--- config.mk ---
export PLATFORM = sky130hd
export DESIGN_NAME = display_scan_ctrl_flat
export DESIGN_NICKNAME = d
export VERILOG_FILES = /design/src/rtl/display_scan_ctrl_if.sv /design/src/rtl/display_scan_ctrl.sv /design/src/flat_wrapper.sv
export SDC_FILE = /design/constraint.sdc
export NUM_CORES = 1
export LEC_CHECK = 0
export CORE_ASPECT_RATIO = 0.7
export CORE_MARGIN = 10
export CORE_UTILIZATION = 35
export DETAILED_ROUTE_END_ITERATION = 10
export GPL_ROUTABILITY_DRIVEN = 1
export HOLD_SLACK_MARGIN = 0.12
export PLACE_DENSITY = 0.65
export SYNTH_ARGS = -nofsm -noshare
export SYNTH_HDL_FRONTEND = slang
export SYNTH_SLANG_ARGS = --single-unit
--- constraint.sdc ---
create_clock -name clk -period 2.02 [get_ports clk]
set_input_delay 0.202 -clock clk [delete_from_list [all_inputs] [get_ports clk]]
set_output_delay 0.202 -clock clk [all_outputs]
set_load 0.02 [all_outputs]
--- src/rtl/display_scan_ctrl_if.sv ---
// Load port for display_scan_ctrl: ready/valid transfer of one display word
// (one hex nibble plus one decimal point per digit).
interface display_scan_ctrl_if #(
  parameter int DIGITS = 4
);
  logic                  load_valid;
  logic                  load_ready;
  logic [4*DIGITS-1:0]   load_value;
  logic [DIGITS-1:0]     load_dp;

  modport master (
    output load_valid,
    output load_value,
    output load_dp,
    input  load_ready
  );

  modport slave (
    input  load_valid,
    input  load_value,
    input  load_dp,
    output load_ready
  );
endinterface

--- src/rtl/display_scan_ctrl.sv ---
// Time-multiplexed scan controller for DIGITS common-anode digits sharing one
// seven-segment decoder; new words are double-buffered and applied at frame boundaries.
module display_scan_ctrl #(
  parameter int DIGITS       = 4,
  parameter int SHOW_CYCLES  = 50000,
  parameter int BLANK_CYCLES = 2
) (
  input  logic                 clk,
  input  logic                 rst_n,
  input  logic                 scan_en,
  input  logic                 lz_en,
  display_scan_ctrl_if.slave   load,
  output logic [3:0]           dec_in,
  output logic                 dec_decimal,
  output logic                 dec_enable,
  output logic [DIGITS-1:0]    digit_sel_n,
  output logic                 frame_start
);

  localparam int MAX_CYC = (SHOW_CYCLES > BLANK_CYCLES) ? SHOW_CYCLES : BLANK_CYCLES;
  localparam int CNT_W   = (MAX_CYC > 1) ? $clog2(MAX_CYC) : 1;
  localparam int IDX_W   = $clog2(DIGITS);

  localparam logic [CNT_W-1:0] SHOW_LAST  = CNT_W'(SHOW_CYCLES - 1);
  localparam logic [CNT_W-1:0] BLANK_LAST = CNT_W'(BLANK_CYCLES - 1);
  localparam logic [IDX_W-1:0] IDX_LAST   = IDX_W'(DIGITS - 1);

  typedef enum logic [1:0] {
    IDLE  = 2'd0,
    BLANK = 2'd1,
    SHOW  = 2'd2
  } state_t;

  state_t              state;
  logic [IDX_W-1:0]    idx;
  logic [CNT_W-1:0]    cnt;

  logic [4*DIGITS-1:0] act_val;
  logic [DIGITS-1:0]   act_dp;
  logic [4*DIGITS-1:0] pend_val;
  logic [DIGITS-1:0]   pend_dp;
  logic                pend_full;

  logic [DIGITS-1:0]   supp;
  logic                tail_zero;
  logic [3:0]          cur_nib;
  logic                cur_dp;
  logic                cur_supp;
  logic [DIGITS-1:0]   cur_sel_n;

  logic                blank_done;
  logic                show_done;
  logic                last_digit;
  logic                boundary;
  logic                copy;
  logic                take;

  // A digit above 0 is dark when it and every more-significant digit are blank (0, no dp).
  always_comb begin
    tail_zero = 1'b1;
    supp      = '0;
    for (int i = DIGITS - 1; i >= 0; i--) begin
      tail_zero = tail_zero && (act_val[4*i +: 4] == 4'h0) && !act_dp[i];
      supp[i]   = lz_en && tail_zero && (i != 0);
    end
  end

  always_comb begin
    cur_nib   = 4'h0;
    cur_dp    = 1'b0;
    cur_supp  = 1'b0;
    cur_sel_n = '1;
    for (int i = 0; i < DIGITS; i++) begin
      if (idx == IDX_W'(i)) begin
        cur_nib      = act_val[4*i +: 4];
        cur_dp       = act_dp[i];
        cur_supp     = supp[i];
        cur_sel_n[i] = 1'b0;
      end
    end
  end

  assign blank_done = (cnt == BLANK_LAST);
  assign show_done  = (cnt == SHOW_LAST);
  assign last_digit = (idx == IDX_LAST);
  assign boundary   = scan_en && (state == SHOW) && show_done && last_digit;

  // Copy and capture are exclusive: capture needs an empty buffer, copy a full one.
  assign copy = pend_full && ((state == IDLE) || boundary);
  assign take = load.load_valid && !pend_full;

  assign load.load_ready = !pend_full;

  always_ff @(posedge clk or negedge rst_n) begin
    if (!rst_n) begin
      state       <= IDLE;
      idx         <= '0;
      cnt         <= '0;
      act_val     <= '0;
      act_dp      <= '0;
      pend_val    <= '0;
      pend_dp     <= '0;
      pend_full   <= 1'b0;
      dec_in      <= 4'h0;
      dec_decimal <= 1'b0;
      dec_enable  <= 1'b0;
      digit_sel_n <= '1;
      frame_start <= 1'b0;
    end else begin
      frame_start <= 1'b0;

      if (copy) begin
        act_val   <= pend_val;
        act_dp    <= pend_dp;
        pend_full <= 1'b0;
      end else if (take) begin
        pend_val  <= load.load_value;
        pend_dp   <= load.load_dp;
        pend_full <= 1'b1;
      end

      if (!scan_en) begin
        state       <= IDLE;
        idx         <= '0;
        cnt         <= '0;
        dec_in      <= 4'h0;
        dec_decimal <= 1'b0;
        dec_enable  <= 1'b0;
        digit_sel_n <= '1;
      end else begin
        case (state)
          IDLE: begin
            state       <= BLANK;
            idx         <= '0;
            cnt         <= '0;
            frame_start <= 1'b1;
            dec_in      <= 4'h0;
            dec_decimal <= 1'b0;
            dec_enable  <= 1'b0;
            digit_sel_n <= '1;
          end
          BLANK: begin
            if (blank_done) begin
              state <= SHOW;
              cnt   <= '0;
              // The active word is stable here: it only moves on the edge entering digit 0's BLANK.
              if (cur_supp) begin
                dec_in      <= 4'h0;
                dec_decimal <= 1'b0;
                dec_enable  <= 1'b0;
                digit_sel_n <= '1;
              end else begin
                dec_in      <= cur_nib;
                dec_decimal <= cur_dp;
                dec_enable  <= 1'b1;
                digit_sel_n <= cur_sel_n;
              end
            end else begin
              cnt <= cnt + 1'b1;
            end
          end
          SHOW: begin
            if (show_done) begin
              state       <= BLANK;
              cnt         <= '0;
              idx         <= last_digit ? '0 : idx + 1'b1;
              frame_start <= last_digit;
              dec_in      <= 4'h0;
              dec_decimal <= 1'b0;
              dec_enable  <= 1'b0;
              digit_sel_n <= '1;
            end else begin
              cnt <= cnt + 1'b1;
            end
          end
          default: begin
            state       <= IDLE;
            idx         <= '0;
            cnt         <= '0;
            dec_in      <= 4'h0;
            dec_decimal <= 1'b0;
            dec_enable  <= 1'b0;
            digit_sel_n <= '1;
          end
        endcase
      end
    end
  end

endmodule

--- src/flat_wrapper.sv ---
// flat-port wrapper written by rule: the top's interface ports become plain ports
module display_scan_ctrl_flat 
#(
  parameter int DIGITS       = 4,
  parameter int SHOW_CYCLES  = 50000,
  parameter int BLANK_CYCLES = 2
)
  (clk, rst_n, scan_en, lz_en, dec_in, dec_decimal, dec_enable, digit_sel_n, frame_start, load_load_valid, load_load_value, load_load_dp, load_load_ready);
  display_scan_ctrl_if #(.DIGITS(DIGITS)) load_i ();
  input  logic clk;
  input  logic rst_n;
  input  logic scan_en;
  input  logic lz_en;
  output logic [3:0] dec_in;
  output logic dec_decimal;
  output logic dec_enable;
  output logic [DIGITS-1:0] digit_sel_n;
  output logic frame_start;
  input wire logic [$bits(load_i.load_valid)-1:0] load_load_valid;
  input wire logic [$bits(load_i.load_value)-1:0] load_load_value;
  input wire logic [$bits(load_i.load_dp)-1:0] load_load_dp;
  output wire logic [$bits(load_i.load_ready)-1:0] load_load_ready;
  assign load_i.load_valid = load_load_valid;
  assign load_i.load_value = load_load_value;
  assign load_i.load_dp = load_load_dp;
  assign load_load_ready = load_i.load_ready;
  display_scan_ctrl #(.DIGITS(DIGITS), .SHOW_CYCLES(SHOW_CYCLES), .BLANK_CYCLES(BLANK_CYCLES)) u_core (.clk(clk), .rst_n(rst_n), .scan_en(scan_en), .lz_en(lz_en), .load(load_i), .dec_in(dec_in), .dec_decimal(dec_decimal), .dec_enable(dec_enable), .digit_sel_n(digit_sel_n), .frame_start(frame_start));
endmodule
# [Word-level counts from Yosys, hierarchy flattened]
# Index checks and enable logic that the tools add are counted.
[totals] ram_bits=0 regBits=72 latch_bits=0 inputBits=25 mem_count=0 output_inout_bits=12 rom_bits=0
[op_classes] div=0 eq_ne=10 n_addsub=2 bitwise=1 n_mul=0 magnitude_cmp=0 n_mux=51 n_reduce_logical=27 shifts=0
[ops] cell="$mux W16" n=3
[ops] cell="$mux W4" n=12
[ops] cell="$pmux W16 S2" n=1
[ops] cell="$mux W1" n=22
[ops] cell="$add A16 B1 Y16 const B" n=1
[ops] cell="$eq A16 B1 Y1 const B" n=1
[ops] cell="$eq A16 B16 Y1 const B" n=1
[ops] cell="$pmux W4 S2" n=2
[ops] cell="$logic_and A1 B1 Y1" n=13
[ops] cell="$logic_not A4 Y1" n=3
[ops] cell="$mux W2" n=6
[ops] cell="$eq A2 B2 Y1 const B" n=3
[ops] cell="$ne A3 B2 Y1 const B" n=2
[ops] cell="$pmux W1 S2" n=3
[ops] cell="$pmux W2 S3" n=1
[ops] cell="$reduce_and A2 Y1" n=3
[ops] cell="$eq A2 B1 Y1 const B" n=2
[ops] cell="$logic_not A1 Y1" n=4
[ops] cell="$logic_not A2 Y1" n=2
[ops] cell="$pmux W2 S2" n=1
[ops] cell="$add A2 B1 Y2 const B" n=1
[ops] cell="$ne A2 B2 Y1 const B" n=1
[ops] cell="$reduce_bool A2 Y1" n=1
[ops] cell="$logic_or A1 B1 Y1" n=1
[ops] cell="$not A1 Y1" n=1

# [Longest topological paths before layout]
# Gate-level depths: netlist of run 1.
[depth] word_depth=14 ltp_mapped=8 ltp_nobuf=7

# [Least setup slack after synthesis of run 1]
# Ideal clock, no wire load.
[synth_path] path_kind="register to register" startpoint="reg u_core.cnt[11]" endpoint="reg u_core.act_dp[0]" path_buffers=1 path_slack_ps=-61 stages_incl_launch_ff=7 setup_ps=125 arrival_ps=1957 synth_period_minus_slack_ps=2081 cell_sequence="dfrtp_1 or4_4 nor4_4 a31oi_1 nor2_1 buf_4 mux2_2"
[synth_via] elab_chain_len=5
[synth_rtl] element="start: declaration" line="display_scan_ctrl.sv:36" text="logic [CNT_W-1:0] cnt;"
[synth_rtl] element="start signal: assignment" line="display_scan_ctrl.sv:159" text="cnt <= cnt + 1'b1;"
[synth_rtl] element="start signal: assignment" line="display_scan_ctrl.sv:173" text="cnt <= cnt + 1'b1;"
[synth_rtl] element="$eq A16 B16 Y1" line="display_scan_ctrl.sv:84" text="assign show_done = (cnt == SHOW_LAST);"
[synth_rtl] element="$logic_and A1 B1 Y1 (2 in series)" line="display_scan_ctrl.sv:86" text="assign boundary = scan_en && (state == SHOW) && show_done && last_digit;"
[synth_rtl] element="$logic_or A1 B1 Y1" line="display_scan_ctrl.sv:89" text="assign copy = pend_full && ((state == IDLE) || boundary);"
[synth_rtl] element="$logic_and A1 B1 Y1" line="display_scan_ctrl.sv:89"
[synth_rtl] element="end signal: assignment" line="display_scan_ctrl.sv:114" text="act_dp <= pend_dp;"
[synth_rtl] element="end: declaration" line="display_scan_ctrl.sv:39" text="logic [DIGITS-1:0] act_dp;"
# Every way passes these cells.
# A chain may end at the register's enable or synchronous reset.

# [Worst setup path after layout of run 1]
[layout_path] startpoint="reg u_core.cnt[11]" endpoint="reg u_core.cnt[13]"
[layout_via] elab_chain_len=4 elab_cells_between_ends=7
[layout_rtl] element="$add A16 B1 Y16 (tied with other cells)" line="display_scan_ctrl.sv:159, display_scan_ctrl.sv:173"
[layout_rtl] element="$mux W16, on equally long branches" line="display_scan_ctrl.sv:163, display_scan_ctrl.sv:143"
[layout_rtl] element="$pmux W16 S2 (*)" line="display_scan_ctrl.sv:131" text="case (state)"
[layout_rtl] element="$mux W16 (*)" line="display_scan_ctrl.sv:122" text="if (!scan_en) begin"
# Every way passes the cells marked *; elsewhere a longest branch is shown, timed or not.

==> results of run 1 <==
## per-stage QoR
stage | instance area, sq um | setup slack [ps] | TNS [ps] | power [mW] | std cells
floorplan | 3250 | -61.3 | -1130 | 2.98 | 264
global placement | 3900 | 10.6 | 0 | 3.36 | 435
detailed placement | 3900 | -81.9 | -1560 | 3.43 | 435
CTS | 4290 | -95.2 | -1780 | 5.25 | 456
global route | 4560 | -183 | -6950 | 5.57 | 460
finish | 4560 | -110 | -3320 | 5.30 | 460
## where the power goes
| part | internal (mW) | switching [mW] |
|---|---|---|
| clock | 1.09 | 0.605 |
| combinational | 0.840 | 0.565 |
| sequential | 1.89 | 0.305 |
## cell type report
type	count	area share, %
Clock buffer	10	5.02
Clock inverter	6	2.03
Inverter	9	0.741
Multi-Input combinational cell	174	34.6
Sequential cell	72	39.6
Tap cell	124	3.40
Timing Repair Buffer	65	14.6
## per-layer routing
| metal | up-vias | routed length, um |
|---|---|---|
| met4 | 0 | 66 |
| met1 | 1137 | 3750 |
| met3 | 8 | 412 |
| met5 | - | 0 |
| li1 | 1080 | - |
| met2 | 60 | 3460 |
## worst paths after layout
check | from | slack, ps | endpoint
min in group clk | load_load_valid | 470 | u_core.pend_full$_DFFE_PN0P_
max | u_core.cnt[11]$_DFF_PN0_ | -110 | u_core.cnt[13]$_DFF_PN0_
max reg2reg | u_core.cnt[11]$_DFF_PN0_ | -110 | u_core.cnt[13]$_DFF_PN0_
min reg2reg | u_core.dec_enable$_DFFE_PN0P_ | 490 | u_core.dec_enable$_DFFE_PN0P_
min | rst_n | 420 | u_core.cnt[0]$_DFF_PN0_
max in group asynchronous | rst_n | 1250 | u_core.digit_sel_n[0]$_DFFE_PN1P_
## layout by cell type (no fill, tap or decap), types with 9 or more instances in the layout
cell / netlist / layout
clkdlybuf4s50_1: 0 / 35
buf_4: 3 / 19
clkbuf_16: 0 / 10
ha_1: 10 / 10
inv_1: 9 / 9
nor2_4: 0 / 15
mux2_2: 39 / 39
dfrtp_1: 68 / 68
nor3_1: 10 / 10
xor2_1: 9 / 9
nand3_1: 10 / 10
## cell families (layout without fill, tap and decap cells)
kind of cell | after synthesis | count (layout)
AND/OR/NAND/NOR | 73 | 73
flip-flops | 72 | 72
multiplexers | 41 | 41
AO/OA/AOI/OAI | 36 | 36
buffers and inverters | 18 | 90
XOR/XNOR | 14 | 14
adder cells (fa/ha/maj) | 10 | 10
## worst reg2reg max path, stage by stage (launching register included)
cell	delay (ps)
dfrtp_1	380
or4_4	550
nor4_4	180
buf_4	160
buf_6	120
a21boi_4	80
o211ai_4	270
clkbuf_16	240
nor2_4	40
## what timing repair did
action | CTS | global route
hold endpoints to repair | 68 | 0
buffers inserted | 3 | 3
cloned | 1 | 1
hold buffers | 1 | 0
gates resized for setup | 4 | 52
endpoints found under the setup margin | 41 | 46
pin swaps | 1 | 23
## flip-flops by register name, indices dropped and copies added (netlist names)
signal,flops
u_core.dec_in,4
u_core.act_val,16
u_core.pend_val,16
u_core.pend_full,1
u_core.state,2
u_core.frame_start,1
u_core.digit_sel_n,4
u_core.dec_enable,1
u_core.pend_dp,4
u_core.dec_decimal,1
u_core.act_dp,4
u_core.cnt,16
u_core.idx,2
==> impl_metrics.py, run 1 <==
metrics = {
    "yosys": {
        "yosysTopAreaCell": "dfrtp_1",
        "synth_xor_area_share_pct": 3.77,
        "yosysSeqAreaShare_pct": 55.5,
        "yosys_warnings": 0,
        "yosys.area_share.simple_pct": 11.8,
        "netlist_area_sq_um": 3250,
        "synth_edf_count": 0,
        "synthArstFlopShare_pct": 100,
        "yosysTopAreaCellShare_pct": 52.3,
        "ys_ff_latch": 72,
        "synth_fp_nets": 299,
        "yosysMostFrequentCell": "dfrtp_1",
        "synthAdderAreaFrac_pct": 3.85,
        "ys.flop_type": "dfrtp_1",
        "synth_cells": 264,
        "synthTopCellsByArea": "dfrtp_1, mux2_2, ha_1, dfstp_2, nor2_1",
        "synth.area.mux_share_pct": 14.2,
        "avgSynthCellArea_sq_um": 12.3,
        "synth_top_family_by_area": "multiplexers",
        "synth_compound_area_share_pct": 8.27,
        "ys_types": 44,
        "synth.top_cells.by_count": "dfrtp_1, mux2_2, nor2_1",
    },
    "sta": {
        "min_period_ps": 2130,
        "hold_viol": 0,
        "finalSetupViolations": 45,
        "finalCritPeriodShare_pct": 105,
        "relSlewSlack_pct": 59.5,
        "finClkSkew_ps": 4.66,
        "max_freq_mhz": 470,
        "rsz0062_at_grt": "true",
        "setup_ws_ps": -110,
        "tightest_slew_ps": 603,
        "hold_ws_ps": 419,
        "maxSlewViolCount": 0,
    },
    "worst_setup_path": {
        "critPathArrivalTime_ps": 2340,
        "path_max_fanout": 8,
        "path_class": "flip-flop to flip-flop",
        "critPathRequiredTime_ps": 2230,
        "path_depth": 8,
        "worst-path-buf-inv": 3,
        "worst_setup_path_start_kind": "flip-flop",
        "worst_path_dominant_cell_family": "simple AND/OR/NAND/NOR gates",
        "end_kind": "flip-flop",
        "reg2reg_depth": 8,
        "slowest_delay_ps": 550,
        "cpMaxStageDelayCell": "or4_4",
        "critical_path.cell_chain": "or4_4 > nor4_4 > buf_4 > buf_6 > a21boi_4 > o211ai_4 > clkbuf_16 > nor2_4",
    },
    "worst_hold_path": {
        "holdCritPathClass": "primary input to asynchronous set/reset pin",
    },
    "grt": {
        "antenna_found_initial": 0,
        "grt_max_degree": 73,
        "grt_usage_pct": 11.4,
        "grt_overflow": 0,
        "grt_busiest_layer": "met1",
        "met1_usage_pct": 16.1,
        "use_met2_pct": 16.0,
        "grt_pass1_vias": 2378,
        "grt_pass1_wl_um": 12400,
        "use_met3_pct": 3.44,
    },
    "die": {
        "start_util_pct": 35.9,
        "die-area_sq_um": 13600,
        "die_h_um": 101,
        "die_width_um": 135,
        "rows": 29,
        "ios": 37,
        "core_area_sq_um": 9070,
    },
    "power_and_ir_drop": {
        "ir_drop_mv": 0.414,
        "power_density_nw_per_um2": 1160,
        "p_leak_nw": 1.83,
    },
    "cts": {
        "clock-sinks": 72,
        "clockBufferDepth": 2,
        "cts_tree": "built",
        "path_clk_slew_ps": 60,
        "root_buffer": "clkbuf_16",
        "cts_max_level": 3,
        "cts_inserted_buffers": 9,
        "worstSkewPairLatency_ps": 330,
    },
    "run_status": {
        "violations": "setup timing",
        "status": "finished with violations",
    },
    "layout": {
        "drive_gt1_share_pct": 36.3,
        "post-route-util_pct": 50.3,
        "antennaDiodeCount": 0,
        "fillers": 799,
        "area_delta_synth_final_pct": 40.2,
        "layout.nets": 366,
        "seq_area_sq_um": 1810,
        "multiInputGateArea_sq_um": 1580,
    },
    "placement": {
        "port_buffers": 36,
        "place_congestion": 0.823,
        "hpwlAfterDp_um": 5190,
    },
    "detailed_routing": {
        "firstDrtPassIters": 4,
        "wl_per_cell_um": 16.7,
        "vias": 2285,
        "drc": 0,
        "wl_um": 7690,
        "ant_nets": 0,
        "first_iter_violations": 120,
        "routed_via_density": 4.97,
    },
    "flow_run": {
        "cap_violations": 0,
    },
}
(Power assumes the default switching activity.)
==> run 2: changes to the inputs <==
- CELL_PAD_IN_SITES_DETAIL_PLACEMENT: default -> 1
- CELL_PAD_IN_SITES_GLOBAL_PLACEMENT: default -> 1
- PLACE_DENSITY: 0.65 -> 0.75
==> run 2 against run 1 <==
Net effect: the flow still finishes with violations (setup timing); sequential cell count unchanged; register-to-register slack better by 50 ps; routed wire length up 9.0%.
==> impl_metrics.py, run 2 (synthesis results as in run 1) <==
metrics = {
    "detailed_routing": {
        "vias": 2327,
        "routed_via_density": 5.06,
        "wl_per_cell_um": 18.2,
        "wl_um": 8380,
        "firstDrtPassIters": 4,
        "drc": 0,
        "first_iter_violations": 117,
        "ant_nets": 0,
    },
    "worst_setup_path": {
        "worst-path-buf-inv": 2,
        "path_class": "flip-flop to flip-flop",
        "worst_setup_path_start_kind": "flip-flop",
        "end_kind": "flip-flop",
        "slowest_delay_ps": 550,
        "cpMaxStageDelayCell": "or4_4",
        "critPathRequiredTime_ps": 2240,
        "critPathArrivalTime_ps": 2300,
        "worst_path_dominant_cell_family": "simple AND/OR/NAND/NOR gates",
        "path_max_fanout": 7,
        "critical_path.cell_chain": "or4_4 > nor4_4 > a31oi_2 > nor2_2 > buf_6 > buf_8 > mux2_2",
    },
    "sta": {
        "setup_ws_ps": -58.3,
        "maxSlewViolCount": 0,
        "min_period_ps": 2080,
        "rsz0062_at_grt": "true",
        "relSlewSlack_pct": 62.5,
        "hold_viol": 0,
        "max_freq_mhz": 481,
        "tightest_slew_ps": 559,
        "finClkSkew_ps": 5.59,
        "finalSetupViolations": 21,
        "finalCritPeriodShare_pct": 103,
        "setup_tns_ps": -724,
    },
    "die": {
        "die-area_sq_um": 13600,
        "rows": 29,
        "ios": 37,
        "die_width_um": 135,
        "die_h_um": 101,
        "core_area_sq_um": 9070,
        "start_util_pct": 35.9,
    },
    "grt": {
        "grt_busiest_layer": "met2",
        "use_met2_pct": 18.0,
        "antenna_found_initial": 0,
        "grt_pass1_wl_um": 13300,
        "grt_overflow": 0,
        "met1_usage_pct": 17.2,
        "grt_pass1_vias": 2465,
        "grt_usage_pct": 12.6,
        "grt_max_degree": 73,
        "use_met3_pct": 4.93,
    },
    "cts": {
        "path_clk_slew_ps": 60,
        "root_buffer": "clkbuf_16",
        "cts_inserted_buffers": 9,
        "worstSkewPairLatency_ps": 340,
        "cts_max_level": 3,
        "cts_tree": "built",
        "clockBufferDepth": 2,
        "clock-sinks": 72,
    },
    "power_and_ir_drop": {
        "power_density_nw_per_um2": 1160,
        "p_leak_nw": 1.80,
        "ir_drop_mv": 0.865,
    },
    "layout": {
        "area_delta_synth_final_pct": 34.2,
        "antennaDiodeCount": 0,
        "stdcell_area_sq_um": 4360,
        "fillers": 945,
        "layout_common_cells": "dfrtp_1, clkdlybuf4s50_1, mux2_2, nor2_1, buf_4",
        "reg.largest.list": "u_core.act_val (16), u_core.cnt (16), u_core.pend_val (16)",
        "layout.nets": 366,
        "drive_gt1_share_pct": 31.5,
        "final_common_cell": "dfrtp_1",
        "layout.cells.non_filler": 460,
    },
    "placement": {
        "port_buffers": 36,
        "placed_cell_area_sq_um": 3920,
        "placedCellCount": 439,
        "place_congestion": 0.795,
        "hpwlAfterDp_um": 5770,
    },
    "run_status": {
        "status": "finished with violations",
        "violations": "setup timing",
    },
    "worst_hold_path": {
        "holdCritPathClass": "primary input to asynchronous set/reset pin",
    },
    "flow_run": {
        "cap_violations": 0,
    },
}
-- run 2: layer usage --
metal / up-vias / routed length (um)
li1: 1079 / -
met1: 1193 / 4110
met2: 45 / 3780
met3: 10 / 390
met4: 0 / 96
met5: - / 0
-- run 2: timing repair --
action | in CTS | in global routing
gates cloned | 1 | 0
buffers inserted | 1 | 2
hold buffers | 1 | 0
setup endpoints to repair | 20 | 50
hold endpoints to repair | 68 | 0
gates resized for setup | 10 | 21
pin swaps | 0 | 5
-- run 2: area by class of cell --
type | instances | area [sq um] | share of cell area [%]
clock buffer | 10 | 229 | 5.25
clock inverter | 6 | 46.3 | 1.06
inverter | 9 | 33.8 | 0.774
multi-input combinational | 174 | 1470 | 33.7
sequential | 72 | 1810 | 41.4
tap | 124 | 155 | 3.56
timing repair buffer | 65 | 623 | 14.3
-- run 2: power breakdown --
part / switching [mW] / total (mW) / leakage (nW) / internal [mW]
logic: 0.558 / 1.38 / 0.791 / 0.824
clock network: 0.618 / 1.45 / 0.117 / 0.831
registers: 0.321 / 2.22 / 0.895 / 1.89
-- run 2: through the flow --
step / power, mW / setup slack, ps / hold slack [ps] / utilization, %
after floorplan: 2.98 / -61.3 / -93.6 / -
after global placement: 3.36 / 12.9 / 258 / 43.2
after detailed placement: 3.44 / -16.9 / 262 / 43.2
after CTS: 5.04 / -35.7 / 440 / 46.9
after global routing: 5.33 / -176 / 461 / 48.1
final: 5.05 / -58.3 / 418 / 48.1
-- run 2: path summary, 6_finish.rpt --
path	from	to	slack, ps	cells past startpoint
setup / recovery	u_core.cnt[11]$_DFF_PN0_	u_core.act_val[3]$_DFFE_PN0P_	-60	7
hold / removal	rst_n	u_core.pend_val[12]$_DFFE_PN0P_	420	3
setup reg to reg	u_core.cnt[11]$_DFF_PN0_	u_core.act_val[3]$_DFFE_PN0P_	-60	7
hold reg to reg	u_core.dec_enable$_DFFE_PN0P_	u_core.dec_enable$_DFFE_PN0P_	480	1
max in group asynchronous	rst_n	u_core.digit_sel_n[1]$_DFFE_PN1P_	1210	3
min in group clk	load_load_value[14]	u_core.pend_val[14]$_DFFE_PN0P_	470	2
-- run 2: worst min-delay path, cell delays in order --
cell and delay, ps:
dlygate4sd3_1 530, buf_2 130, buf_12 300
